==> src/rtl/led_adder_pkg.sv <==
// led_adder_pkg
// Shared definitions for the LED accumulator adder:
//   state_t                 - control FSM states (IDLE, COMPUTE, HOLD)
//   DEFAULT_DEBOUNCE_CYCLES - default input stable time (10 ms at 25 MHz)
package led_adder_pkg;

  typedef enum logic [1:0] {
    IDLE    = 2'd0,
    COMPUTE = 2'd1,
    HOLD    = 2'd2
  } state_t;

  localparam int DEFAULT_DEBOUNCE_CYCLES = 250000;

endpackage

==> src/rtl/switch_debounce.sv <==
// switch_debounce
// One-bit 2-flop synchronizer followed by a counter-based debouncer.
// The debounced output follows the synchronized input only after the two
// have differed for DEBOUNCE_CYCLES consecutive clocks.
// Ports:
//   clk   - clock, rising edge
//   rst_n - asynchronous active-low reset (clears flops and counter)
//   din   - raw asynchronous input
//   dout  - debounced, clk-synchronous output
module switch_debounce
  import led_adder_pkg::*;
#(
  parameter int DEBOUNCE_CYCLES = DEFAULT_DEBOUNCE_CYCLES
) (
  input  logic clk,
  input  logic rst_n,
  input  logic din,
  output logic dout
);

  localparam int CNT_W = (DEBOUNCE_CYCLES > 1) ? $clog2(DEBOUNCE_CYCLES) : 1;
  localparam logic [CNT_W-1:0] CNT_LAST = CNT_W'(DEBOUNCE_CYCLES - 1);

  logic             sync_p0;
  logic             sync_p1;
  logic [CNT_W-1:0] cnt;

  always_ff @(posedge clk or negedge rst_n) begin
    if (!rst_n) begin
      sync_p0 <= 1'b0;
      sync_p1 <= 1'b0;
      cnt     <= '0;
      dout    <= 1'b0;
    end else begin
      // synchronizer stage
      sync_p0 <= din;
      sync_p1 <= sync_p0;
      // debounce stage: any clock where the input agrees with the output
      // restarts the stability count
      if (sync_p1 == dout) begin
        cnt <= '0;
      end else if (cnt == CNT_LAST) begin
        cnt  <= '0;
        dout <= sync_p1;
      end else begin
        cnt <= cnt + 1'b1;
      end
    end
  end

endmodule

==> src/rtl/led_accum_adder.sv <==
// led_accum_adder
// Switch-driven adder/accumulator shown on LEDs. Each press of btn_go
// (debounced) commits one operation: mode 0 loads A+B, mode 1 adds A into
// the accumulator. Overflow in mode 1 sets a sticky flag cleared only by a
// mode-0 commit or reset.
// Build option: define LED_ACCUM_ADDER_SAT_EN to saturate the accumulator
// to all ones on a mode-1 overflow instead of wrapping.
// Ports:
//   clk     - clock, rising edge
//   rst_n   - asynchronous active-low reset
//   sw_a    - operand A switches (async)
//   sw_b    - operand B switches (async)
//   btn_go  - commit button, active-high (async)
//   mode    - 0 = load A+B, 1 = accumulate ACC+A; sampled at commit
//   led     - accumulator value, WIDTH+1 bits
//   ovf     - sticky overflow flag
//   busy    - high while the FSM is in COMPUTE or HOLD
module led_accum_adder
  import led_adder_pkg::*;
#(
  parameter int WIDTH           = 2,
  parameter int DEBOUNCE_CYCLES = DEFAULT_DEBOUNCE_CYCLES
) (
  input  logic             clk,
  input  logic             rst_n,
  input  logic [WIDTH-1:0] sw_a,
  input  logic [WIDTH-1:0] sw_b,
  input  logic             btn_go,
  input  logic             mode,
  output logic [WIDTH:0]   led,
  output logic             ovf,
  output logic             busy
);

`ifdef LED_ACCUM_ADDER_SAT_EN
  localparam bit SAT_EN = 1'b1;
`else
  localparam bit SAT_EN = 1'b0;
`endif

  localparam int ACC_W = WIDTH + 1;
  localparam int SUM_W = WIDTH + 2;

  logic [WIDTH-1:0] a_db;
  logic [WIDTH-1:0] b_db;
  logic             go_db;
  logic             go_db_q;
  logic [1:0]       mode_sync;
  state_t           state;
  logic [WIDTH:0]   acc;
  logic [WIDTH:0]   load_sum;
  logic [WIDTH+1:0] accum_sum;

  // Result of a mode-1 commit: wrap, or clamp to all ones when saturating.
  function automatic logic [WIDTH:0] accum_result(input logic [WIDTH+1:0] sum);
    if (SAT_EN && sum[WIDTH+1]) begin
      return '1;
    end
    return sum[WIDTH:0];
  endfunction

  for (genvar i = 0; i < WIDTH; i++) begin : g_sw
    switch_debounce #(.DEBOUNCE_CYCLES(DEBOUNCE_CYCLES)) u_db_a (
      .clk  (clk),
      .rst_n(rst_n),
      .din  (sw_a[i]),
      .dout (a_db[i])
    );
    switch_debounce #(.DEBOUNCE_CYCLES(DEBOUNCE_CYCLES)) u_db_b (
      .clk  (clk),
      .rst_n(rst_n),
      .din  (sw_b[i]),
      .dout (b_db[i])
    );
  end

  switch_debounce #(.DEBOUNCE_CYCLES(DEBOUNCE_CYCLES)) u_db_go (
    .clk  (clk),
    .rst_n(rst_n),
    .din  (btn_go),
    .dout (go_db)
  );

  // A+B fits in WIDTH+1 bits; ACC+A needs one extra bit to expose the carry.
  assign load_sum  = ACC_W'(a_db) + ACC_W'(b_db);
  assign accum_sum = {1'b0, acc} + SUM_W'(a_db);

  always_ff @(posedge clk or negedge rst_n) begin
    if (!rst_n) begin
      state     <= IDLE;
      go_db_q   <= 1'b0;
      mode_sync <= 2'b00;
      acc       <= '0;
      ovf       <= 1'b0;
      busy      <= 1'b0;
    end else begin
      go_db_q   <= go_db;
      // mode is a plain switch; only metastability protection is needed
      mode_sync <= {mode_sync[0], mode};
      case (state)
        IDLE: begin
          if (go_db && !go_db_q) begin
            state <= COMPUTE;
            busy  <= 1'b1;
          end
        end
        COMPUTE: begin
          if (!mode_sync[1]) begin
            acc <= load_sum;
            ovf <= 1'b0;
          end else begin
            acc <= accum_result(accum_sum);
            if (accum_sum[WIDTH+1]) begin
              ovf <= 1'b1;
            end
          end
          state <= HOLD;
          busy  <= 1'b1;
        end
        HOLD: begin
          // stay here until the button is released so a long press commits once
          if (!go_db) begin
            state <= IDLE;
            busy  <= 1'b0;
          end
        end
        default: begin
          state <= IDLE;
          busy  <= 1'b0;
        end
      endcase
    end
  end

  assign led = acc;

endmodule

==> config.mk <==
export PLATFORM = sky130hd
export DESIGN_NAME = led_accum_adder
export DESIGN_NICKNAME = d
export VERILOG_FILES = /design/src/rtl/led_adder_pkg.sv /design/src/rtl/switch_debounce.sv /design/src/rtl/led_accum_adder.sv
export SDC_FILE = /design/constraint.sdc
export NUM_CORES = 1
export LEC_CHECK = 0
export ABC_AREA = 1
export CAP_MARGIN = 10
export CORE_ASPECT_RATIO = 0.7
export CORE_MARGIN = 2
export CORE_UTILIZATION = 32
export DETAILED_ROUTE_END_ITERATION = 10
export REMOVE_ABC_BUFFERS = 1
export SETUP_SLACK_MARGIN = 0.1
export SYNTH_ARGS = -nofsm -noshare
export SYNTH_HDL_FRONTEND = slang
export SYNTH_SLANG_ARGS = --single-unit
==> constraint.sdc <==
create_clock -name clk -period 3.2 [get_ports clk]
set_input_delay 0.48 -clock clk [delete_from_list [all_inputs] [get_ports clk]]
set_output_delay 0.48 -clock clk [all_outputs]
set_load 0.05 [all_outputs]
==> results of run 1 <==
-- power breakdown --
| part | total, mW | internal [mW] | switching, mW |
|---|---|---|---|
| Clock | 1.87 | 1.22 | 0.649 |
| Sequential | 1.50 | 1.48 | 0.0186 |
| Combinational | 0.0946 | 0.0269 | 0.0677 |
-- Yosys cell counts (11+ instances only) --
| cell type | number |
|---|---|
| o21ai_0 | 13 |
| xor2_1 | 32 |
| nand3_1 | 61 |
| inv_1 | 74 |
| nor2_4 | 11 |
| dfrtp_1 | 115 |
| nand2_1 | 148 |
| nor2_1 | 188 |
| xnor2_1 | 14 |
| nand2_2 | 13 |
| nor2_2 | 16 |
| a21oi_1 | 17 |
-- cell families (layout without fill, tap and decap cells) --
kind of cell | count (synthesis) | after routing | synth area share, %
flops | 115 | 115 | 48.3
buf+inv | 75 | 122 | 4.73
compound gates | 39 | 39 | 3.51
xor+xnor | 47 | 47 | 7.04
fa+ha+maj | 10 | 10 | 2.35
simple gates | 462 | 462 | 34.1
-- state kept, by name, indices dropped and copies added (netlist names), 2 cells and up --
register,count
state,2
g_sw.u_db_b.sync_p0,2
u_db_go.cnt,18
g_sw.u_db_a.sync_p0,2
g_sw.u_db_b.cnt,36
g_sw.u_db_a.dout,2
g_sw.u_db_a.sync_p1,2
mode_sync,2
g_sw.u_db_b.sync_p1,2
g_sw.u_db_b.dout,2
g_sw.u_db_a.cnt,36
led,3
-- how the worst max path moves through the flow --
stage	to	startpoint
after floorplan	led[2]	led[0]
after global placement	led[1]	led[1]
after detailed placement	led[1]	led[1]
after CTS	led[1]	led[1]
after global routing	led[1]	led[1]
final	led[1]	led[1]
-- per-stage QoR --
stage | total power, mW | setup WS [ps]
after global placement | 1.62 | 1490
after detailed placement | 1.62 | 1480
after floorplan | 1.56 | 1510
final | 3.46 | 1070
after global routing | 3.60 | 989
after CTS | 3.51 | 1040
-- final cells by class --
class                           instances  area (um2)
Sequential cell                       115        2880
Timing Repair Buffer                   15         140
Tap cell                              236         295
Inverter                               75         282
Clock buffer                           23         488
Fill cell                            1837       11100
Clock inverter                          9         103
Multi-Input combinational cell        558        2800
-- layer usage --
layer / routed length (um) / up-vias
li1: - / 2411
met3: 529 / 18
met4: 181 / 0
met2: 5190 / 92
met5: 0 / -
met1: 6460 / 2183
==> reports/metrics.yaml, run 1 <==
layout-drive-gt1-share_pct: 9.69
outcome: "finished clean"
cp.depth: 1
final_cell_mix: "188 x nor2_1, 148 x nand2_1, 115 x dfrtp_1, 74 x inv_1, 61 x nand3_1"
fmaxAchievable_ghz: 0.469
yosysUniqueCellTypes: 26
synth.largest_area_cell: "dfrtp_1"
clk_pin_slew_ps: 50
path_cells: "clkdlybuf4s50_1"
busiest_layer: "met1"
syn2layout_area_growth_pct: 17.2
reg2reg_slack_ps: 1540
firstDrtPassIters: 5
worst-path-max-fanout: 4
post-route-period-util_pct: 66.6
fin_nets: 800
final_area_mm2: 0.00698
clock_skew_ps: 6.25
fin_crit_ps: 2130
hpwl_um: 9010
synth_area_mm2: 0.00596
critical-path-top-delay-family: "buffers and inverters"
timing.critical_path.buf_inv: 1
die_y_um: 118
r2r_start: "g_sw[1].u_db_a.cnt[0]"
drc: 0
maxSlewViolCount: 0
clock_path_buffers: 2
hold_path.class: "in -> async"
htreeDepth: 4
antennaDiodeCount: 0
clock_latency_ps: 410
io_buffer_count: 12
gp_congestion: 0.896
synth_cells: 748
grt_antenna_before_repair: 0
dpl-instance-area_mm2: 0.00639
slowest_delay_ps: 830
grtUsageMet3_pct: 3.48
use_met2_pct: 19.8
numCtsBuffers: 17
vias: 4704
wire_per_inst_um: 12.0
grt_remaining_overflow: 0
path_class: "reg -> out"
endpoint_kind: "output pin"
drt_first_iter_violations: 333
fp-row-count: 41
worst_pin_slew_ps: 642
vdd_drop_max_uv: 318
grt_max_degree: 51
ctsResizeCount: 0
cts_sinks: 115
cts_tree: "yes"
die_width_um: 167
viasPerCell: 4.56
utilization_pct: 38.6
hold_viol: 0
synth-edff-count: 0
first_global_vias: 4552
power_density_mw_per_mm2: 496
p_leak_nw: 2.93
startpoint_type: "flip-flop"
crit_arrival_ps: 1650
dp_cells: 999
synth-seq-cells: 115
die_area_mm2: 0.0197
yosys_most_used_dff: "dfrtp_1"
use_met1_pct: 20.0
tns_ps: 0
ys_seq_area_share_pct: 48.3
ys_warn_count: 0
synth.top_cell.area_share_pct: 48.3
syn_avg_cell_area_um2: 7.96
initial_core_util_pct: 32.9
post_cts_buffers: 0
slowest_stage: "clkdlybuf4s50_1"
grt_pass1_wl_um: 22000
rr_worst_depth: 6
cts_hold_buffers: 0
cap_violations: 0
rsz0062_at_grt: "false"
core_area_mm2: 0.0181
ant_nets: 0
timing.rr.end: "g_sw[1].u_db_a.cnt[12]"
async_flop_share_pct: 100
holdWs_ps: 93.0
synth_area_leaders: "dfrtp_1 48%, nor2_1 12%, nand2_1 9.3%"
mostFrequentLayoutCell: "nor2_1"
setup_viol: 0
required_ps: 2720
final-instance-count-excl-fill: 1031
totalWireLength_um: 12400
grt_usage_pct: 13.7
ios: 13
maxSlewHeadroom_pct: 57.2
cts_root_buf: "clkbuf_16"
(Power assumes the default switching activity.)
==> run 2, diff against run 1 <==
Clock period 3.2 ns to 1.8 ns, I/O delays scaled along.
==> run 2 against run 1 <==
Compared with the run above:
- global-route usage is 0.34 points lower
- worst hold slack better by 220 ps
- sequential power rose by 77%
- sequential cell count is the same
- sequential share of layout area fell by 0.46 points
- clock skew increased by 2.9 ps
==> reports/metrics.yaml, run 2 (synthesized netlist as in run 1, its figures left out) <==
outcome: "finished clean"
hpwl_um: 9190  # +2.0%
final_area_mm2: 0.00706  # +1.1%
place_ws_ps: 262  # -1220 ps
grt_max_degree: 30  # -41%
io_buffer_count: 12  # unchanged
p_leak_nw: 2.97  # +1.5%
crit_arrival_ps: 1830  # +180 ps
p_sw_mw: 1.34  # +83%
dp_cells: 1005  # +0.60%
cap_violations: 0  # unchanged
vdd_drop_max_uv: 544  # +71%
core_area_mm2: 0.0181  # unchanged
grt_pass1_wl_um: 21500  # -2.2%
hold_path.class: "in -> reg"
p_seq_share_pct: 42.6  # -0.6 points
rsz0062_at_grt: "false"
post-route-period-util_pct: 85.8
tns_ps: 0  # unchanged
hold_start: "sw_b[0]"
maxSlewViolCount: 0  # unchanged
hold_viol: 0  # unchanged
timing.rr.end: "led[2]"
startpoint_type: "flip-flop"
holdWs_ps: 311  # +218 ps
layout-drive-gt1-share_pct: 11.0  # +1.3 points
firstDrtPassIters: 5  # unchanged
gp_congestion: 0.831  # -7.3%
syn2layout_area_growth_pct: 18.6
final_cell_mix: "188 x nor2_1, 148 x nand2_1, 115 x dfrtp_1, 74 x inv_1, 61 x nand3_1"
slowest_delay_ps: 430  # -400 ps
wire_per_inst_um: 11.9  # -0.93%
worst-path-max-fanout: 4  # unchanged
p_int_mw: 4.90  # +80%
reg2reg_slack_ps: 250  # -1290 ps
clk_pin_slew_ps: 60  # about the same
fin_nets: 807  # +0.88%
die_area_mm2: 0.0197  # unchanged
rr_worst_depth: 5  # -1
path_class: "reg -> reg"
slowest_stage: "dfrtp_1"
switching_share_pct: 21.5  # +0.26 points
die_width_um: 167  # unchanged
ios: 13  # unchanged
clock_latency_ps: 410  # about the same
crit_end: "led[2]"
clock_skew_ps: 9.19  # +2.94 ps
cts_sinks: 115  # unchanged
clock_path_buffers: 2  # unchanged
post_cts_buffers: 0  # unchanged
totalWireLength_um: 12300  # -0.26%
grt_remaining_overflow: 0  # unchanged
drc: 0  # unchanged
total_power_mw: 6.25  # +80%
path_cells: "ha_1 -> fa_1 -> o21ai_0 -> o2bb2ai_1 -> inv_1"
reg_top3: "g_sw.u_db_a.cnt (36), g_sw.u_db_b.cnt (36), u_db_go.cnt (18)"
initial_core_util_pct: 32.9  # unchanged
mostFrequentLayoutCell: "nor2_1"
utilization_pct: 39.0  # +0.44 points
fillers: 1827  # -0.54%
cts_tree: "yes"
htreeDepth: 4  # unchanged
r2r_start: "g_sw[0].u_db_a.dout"
pwr-share-comb_pct: 2.9  # +0.2 points
setup_viol: 0  # unchanged
maxSlewHeadroom_pct: 71.2  # +14 points
endpoint_kind: "flip-flop"
required_ps: 2080  # -640 ps
viasPerCell: 4.42  # -3.1%
numCtsBuffers: 17  # unchanged
cts_root_buf: "clkbuf_16"
drt_first_iter_violations: 273  # -18%
antennaDiodeCount: 0  # unchanged
grt_antenna_before_repair: 0  # unchanged
final-instance-count-excl-fill: 1038  # +0.68%
startpoint: "g_sw[0].u_db_a.dout"
dpl-instance-area_mm2: 0.00645  # +0.90%
setup_ws_ps: 255  # -814 ps
first_global_vias: 4311  # -5.3%
fp-row-count: 41  # unchanged
grt_usage_pct: 13.4  # -0.34 points
ant_nets: 0  # unchanged
vias: 4587  # -2.5%
p_clk_share_pct: 54.5  # +0.5 points
fmaxAchievable_ghz: 0.647
fin_crit_ps: 1550
worst_pin_slew_ps: 433  # -210 ps
power_density_mw_per_mm2: 884  # +78%
die_y_um: 118  # unchanged
## run 2: cell types whose count changed in the layout (fill, tap and decap cells not counted), sizes merged, moves of 2 or more
cell	previous run	this run
buf	4	15
clkdlybuf4s50	11	6
clkbuf	23	20
clkinv	4	2
clkinvlp	3	5
inv	75	77
## run 2: routing by layer
metal,wire length [um],track usage [%]
met4,77,4.36
met2,4760,17.3
met5,0,0
met3,410,3.01
met1,7080,21.3
## run 2: final cells by class
| cell class | instances | area, um2 | area share (%) |
|---|---|---|---|
| Timing Repair Buffer | 22 | 208 | 2.94 |
| Multi-Input combinational cell | 558 | 2800 | 39.6 |
| Tap cell | 236 | 295 | 4.18 |
| Sequential cell | 115 | 2880 | 40.8 |
| Clock buffer | 20 | 447 | 6.33 |
| Inverter | 75 | 282 | 3.99 |
| Clock inverter | 12 | 155 | 2.20 |
## run 2: how the worst min path moves through the flow
stage | endpoint | cells past startpoint
4_1_cts | u_db_go.sync_p0 | 1
3_5_place_dp | g_sw[1].u_db_a.cnt[17] | 1
5_1_grt | g_sw[0].u_db_b.sync_p0 | 1
2_1_floorplan | busy | 0
3_3_place_gp | g_sw[1].u_db_a.cnt[11] | 1
6_report | g_sw[0].u_db_b.sync_p0 | 1
## run 2: repair_timing
action                    in CTS  in global routing
hold endpoints to repair      24                  0
gates resized for setup        0                  0
hold buffers                   1                  0
## run 2: power groups by stage
stage,Clock (mW),Combinational [mW],Sequential (mW)
finish,3.40,0.182,2.66
detailed placement,0,0.186,2.71
CTS,3.48,0.190,2.66
floorplan,0,0.0763,2.70
global placement,0,0.186,2.71
global route,3.61,0.214,2.67
## run 2: worst max-delay path, delay by kind of cell, from the launching register on
family / cells / cell delay (ps)
AO/OA/AOI/OAI: 2 / 300
adder cells (fa/ha/maj): 2 / 660
buffers and inverters: 1 / 50
flip-flops: 1 / 430
==> run 3, diff against run 2 <==
Settings changed: CORE_MARGIN 2 to 8.
==> run 3 against run 2 <==
Compared with the run above:
- die area up 18%
- core utilization about the same
- clock power up 3%
- critical path depth up 1
- cell count down 0.19%
- sequential power about the same
- combinational power about the same
- sequential cell count unchanged
==> reports/metrics.yaml, run 3 (synthesized netlist as in run 1, its figures left out) <==
mostFrequentLayoutCell: "nor2_1"
die_y_um: 130  # +10%
p_leak_nw: 2.98  # +0.24%
totalWireLength_um: 12100  # -1.6%
cts_sinks: 115  # unchanged
drt_first_iter_violations: 353  # +29%
outcome: "finished clean"
p_seq_share_pct: 41.9  # -0.7 points
syn2layout_area_growth_pct: 18.7  # about the same
maxSlewViolCount: 0  # unchanged
fin_nets: 806  # -0.12%
hold_path.class: "in -> async"
grt_usage_pct: 11.6  # -1.8 points
ios: 13  # unchanged
core_area_mm2: 0.0181  # unchanged
clock_latency_ps: 410  # about the same
p_int_mw: 5.00  # +2.0%
pwr-share-comb_pct: 2.8  # about the same
first_global_vias: 4437  # +2.9%
clock_path_buffers: 2  # unchanged
required_ps: 2090  # about the same
firstDrtPassIters: 5  # unchanged
slowest_delay_ps: 380  # -50 ps
hpwl_um: 9070  # -1.3%
grt_pass1_wl_um: 21600  # +0.35%
utilization_pct: 39.0  # about the same
path_class: "reg -> reg"
grt_remaining_overflow: 0  # unchanged
initial_core_util_pct: 32.9  # unchanged
total_power_mw: 6.35  # +1.6%
post-route-period-util_pct: 86.4  # +0.59 points
ant_nets: 0  # unchanged
setup_viol: 0  # unchanged
grt_antenna_before_repair: 0  # unchanged
reg_top3: "g_sw.u_db_a.cnt (36), g_sw.u_db_b.cnt (36), u_db_go.cnt (18)"
htreeDepth: 4  # unchanged
grt_max_degree: 44  # +47%
power_density_mw_per_mm2: 898  # +1.6%
worst-path-max-fanout: 8  # +4
tns_ps: 0  # unchanged
use_met1_pct: 17.7  # -3.7 points
viasPerCell: 4.48  # +1.4%
vdd_drop_max_uv: 679  # +25%
worst_pin_slew_ps: 355  # -77.4 ps
io_buffer_count: 12  # unchanged
final_area_mm2: 0.00707  # about the same
die_width_um: 179  # +7.2%
endpoint_kind: "flip-flop"
rsz0062_at_grt: "false"
final_cell_mix: "188 x nor2_1, 148 x nand2_1, 115 x dfrtp_1, 74 x inv_1, 61 x nand3_1"
layout-drive-gt1-share_pct: 10.8  # -0.22 points
rr_worst_depth: 6  # +1
crit_arrival_ps: 1840  # about the same
slowest_stage: "dfrtp_1"
grtUsageMet3_pct: 3.46  # +0.45 points
use_met2_pct: 15.3  # -2.0 points
clk_pin_slew_ps: 60  # about the same
reg2reg_slack_ps: 240  # about the same
fp-row-count: 41  # unchanged
cts_root_buf: "clkbuf_16"
switching_share_pct: 21.2  # -0.27 points
p_clk_share_pct: 55.3  # +0.8 points
antennaDiodeCount: 0  # unchanged
dpl-instance-area_mm2: 0.00644  # -0.12%
cap_violations: 0  # unchanged
fin_crit_ps: 1560  # +10.7 ps
maxSlewHeadroom_pct: 76.2  # +5.1 points
p_sw_mw: 1.35  # +0.38%
vias: 4640  # +1.2%
drc: 0  # unchanged
gp_congestion: 0.891  # +7.2%
fmaxAchievable_ghz: 0.643  # -0.68%
hold_viol: 0  # unchanged
cts_tree: "yes"
ctsResizeCount: 0  # unchanged
setup_ws_ps: 244  # -10.7 ps
startpoint_type: "flip-flop"
timing.rr.end: "u_db_go.cnt[9]"
numCtsBuffers: 17  # unchanged
wire_per_inst_um: 11.7  # -1.4%
place_ws_ps: 285  # +22.7 ps
clock_skew_ps: 9.35  # +0.162 ps
path_cells: "ha_1 -> nand3_1 -> nor2_1 -> nand2_1 -> nand2_1 -> nor2_1"
busiest_layer: "met1"
r2r_start: "u_db_go.cnt[0]"
die_area_mm2: 0.0233  # +18%
## run 3: cell count changes in the layout (fill, tap and decap cells not counted), sizes merged
cell	delta
inv	-1
buf	-1
bufinv	+1
clkinv	+2
clkbuf	-1
clkinvlp	-2
## run 3: critical path: cells and delay by family, from the launching register on
| kind | cells | cell delay, ps |
|---|---|---|
| flip-flops | 1 | 380 |
| AND/OR/NAND/NOR | 5 | 850 |
| adder cells (fa/ha/maj) | 1 | 200 |
## run 3: final cells by class
cell class              count  area (um2)
clock inverters            12         183
multi-input cells         558        2800
flip-flops and latches    115        2880
clock buffers              19         433
repair buffers             21         200
fillers                  1840       11000
well taps                 236         295
inverters                  75         282
## run 3: metrics by stage
step | instances | hold slack, ps
after global placement | 1004 | 155
after floorplan | 748 | -25.6
final | 1036 | 279
after detailed placement | 1004 | 157
after CTS | 1036 | 276
after global routing | 1036 | 284
## run 3: power groups by stage
stage | Combinational (mW) | Clock (mW) | Sequential, mW
6_report | 0.179 | 3.51 | 2.66
5_1_grt | 0.212 | 3.73 | 2.67
4_1_cts | 0.188 | 3.59 | 2.66
3_5_place_dp | 0.184 | 0 | 2.71
3_3_place_gp | 0.183 | 0 | 2.70
2_1_floorplan | 0.0763 | 0 | 2.70
## run 3: what timing repair did
| action | 4_1_cts | 5_1_grt |
|---|---|---|
| hold buffers | 1 | 0 |
| setup buffers | 0 | 0 |
| endpoints found under the hold margin | 12 | 0 |
## run 3: per-layer routing
metal,vias to the layer above,part of all wire (%)
li1,2428,-
met2,68,39
met4,0,0.78
met3,10,3.9
met1,2134,57
met5,-,0
## run 3: how the worst max path moves through the flow
| stage | start | end |
|---|---|---|
| finish | u_db_go.cnt[0] | u_db_go.cnt[9] |
| global route | g_sw[1].u_db_b.cnt[0] | g_sw[1].u_db_b.cnt[16] |
| CTS | u_db_go.cnt[0] | u_db_go.cnt[9] |
| detailed placement | g_sw[0].u_db_a.dout | led[2] |
| global placement | g_sw[0].u_db_a.dout | led[1] |
| floorplan | led[0] | led[2] |
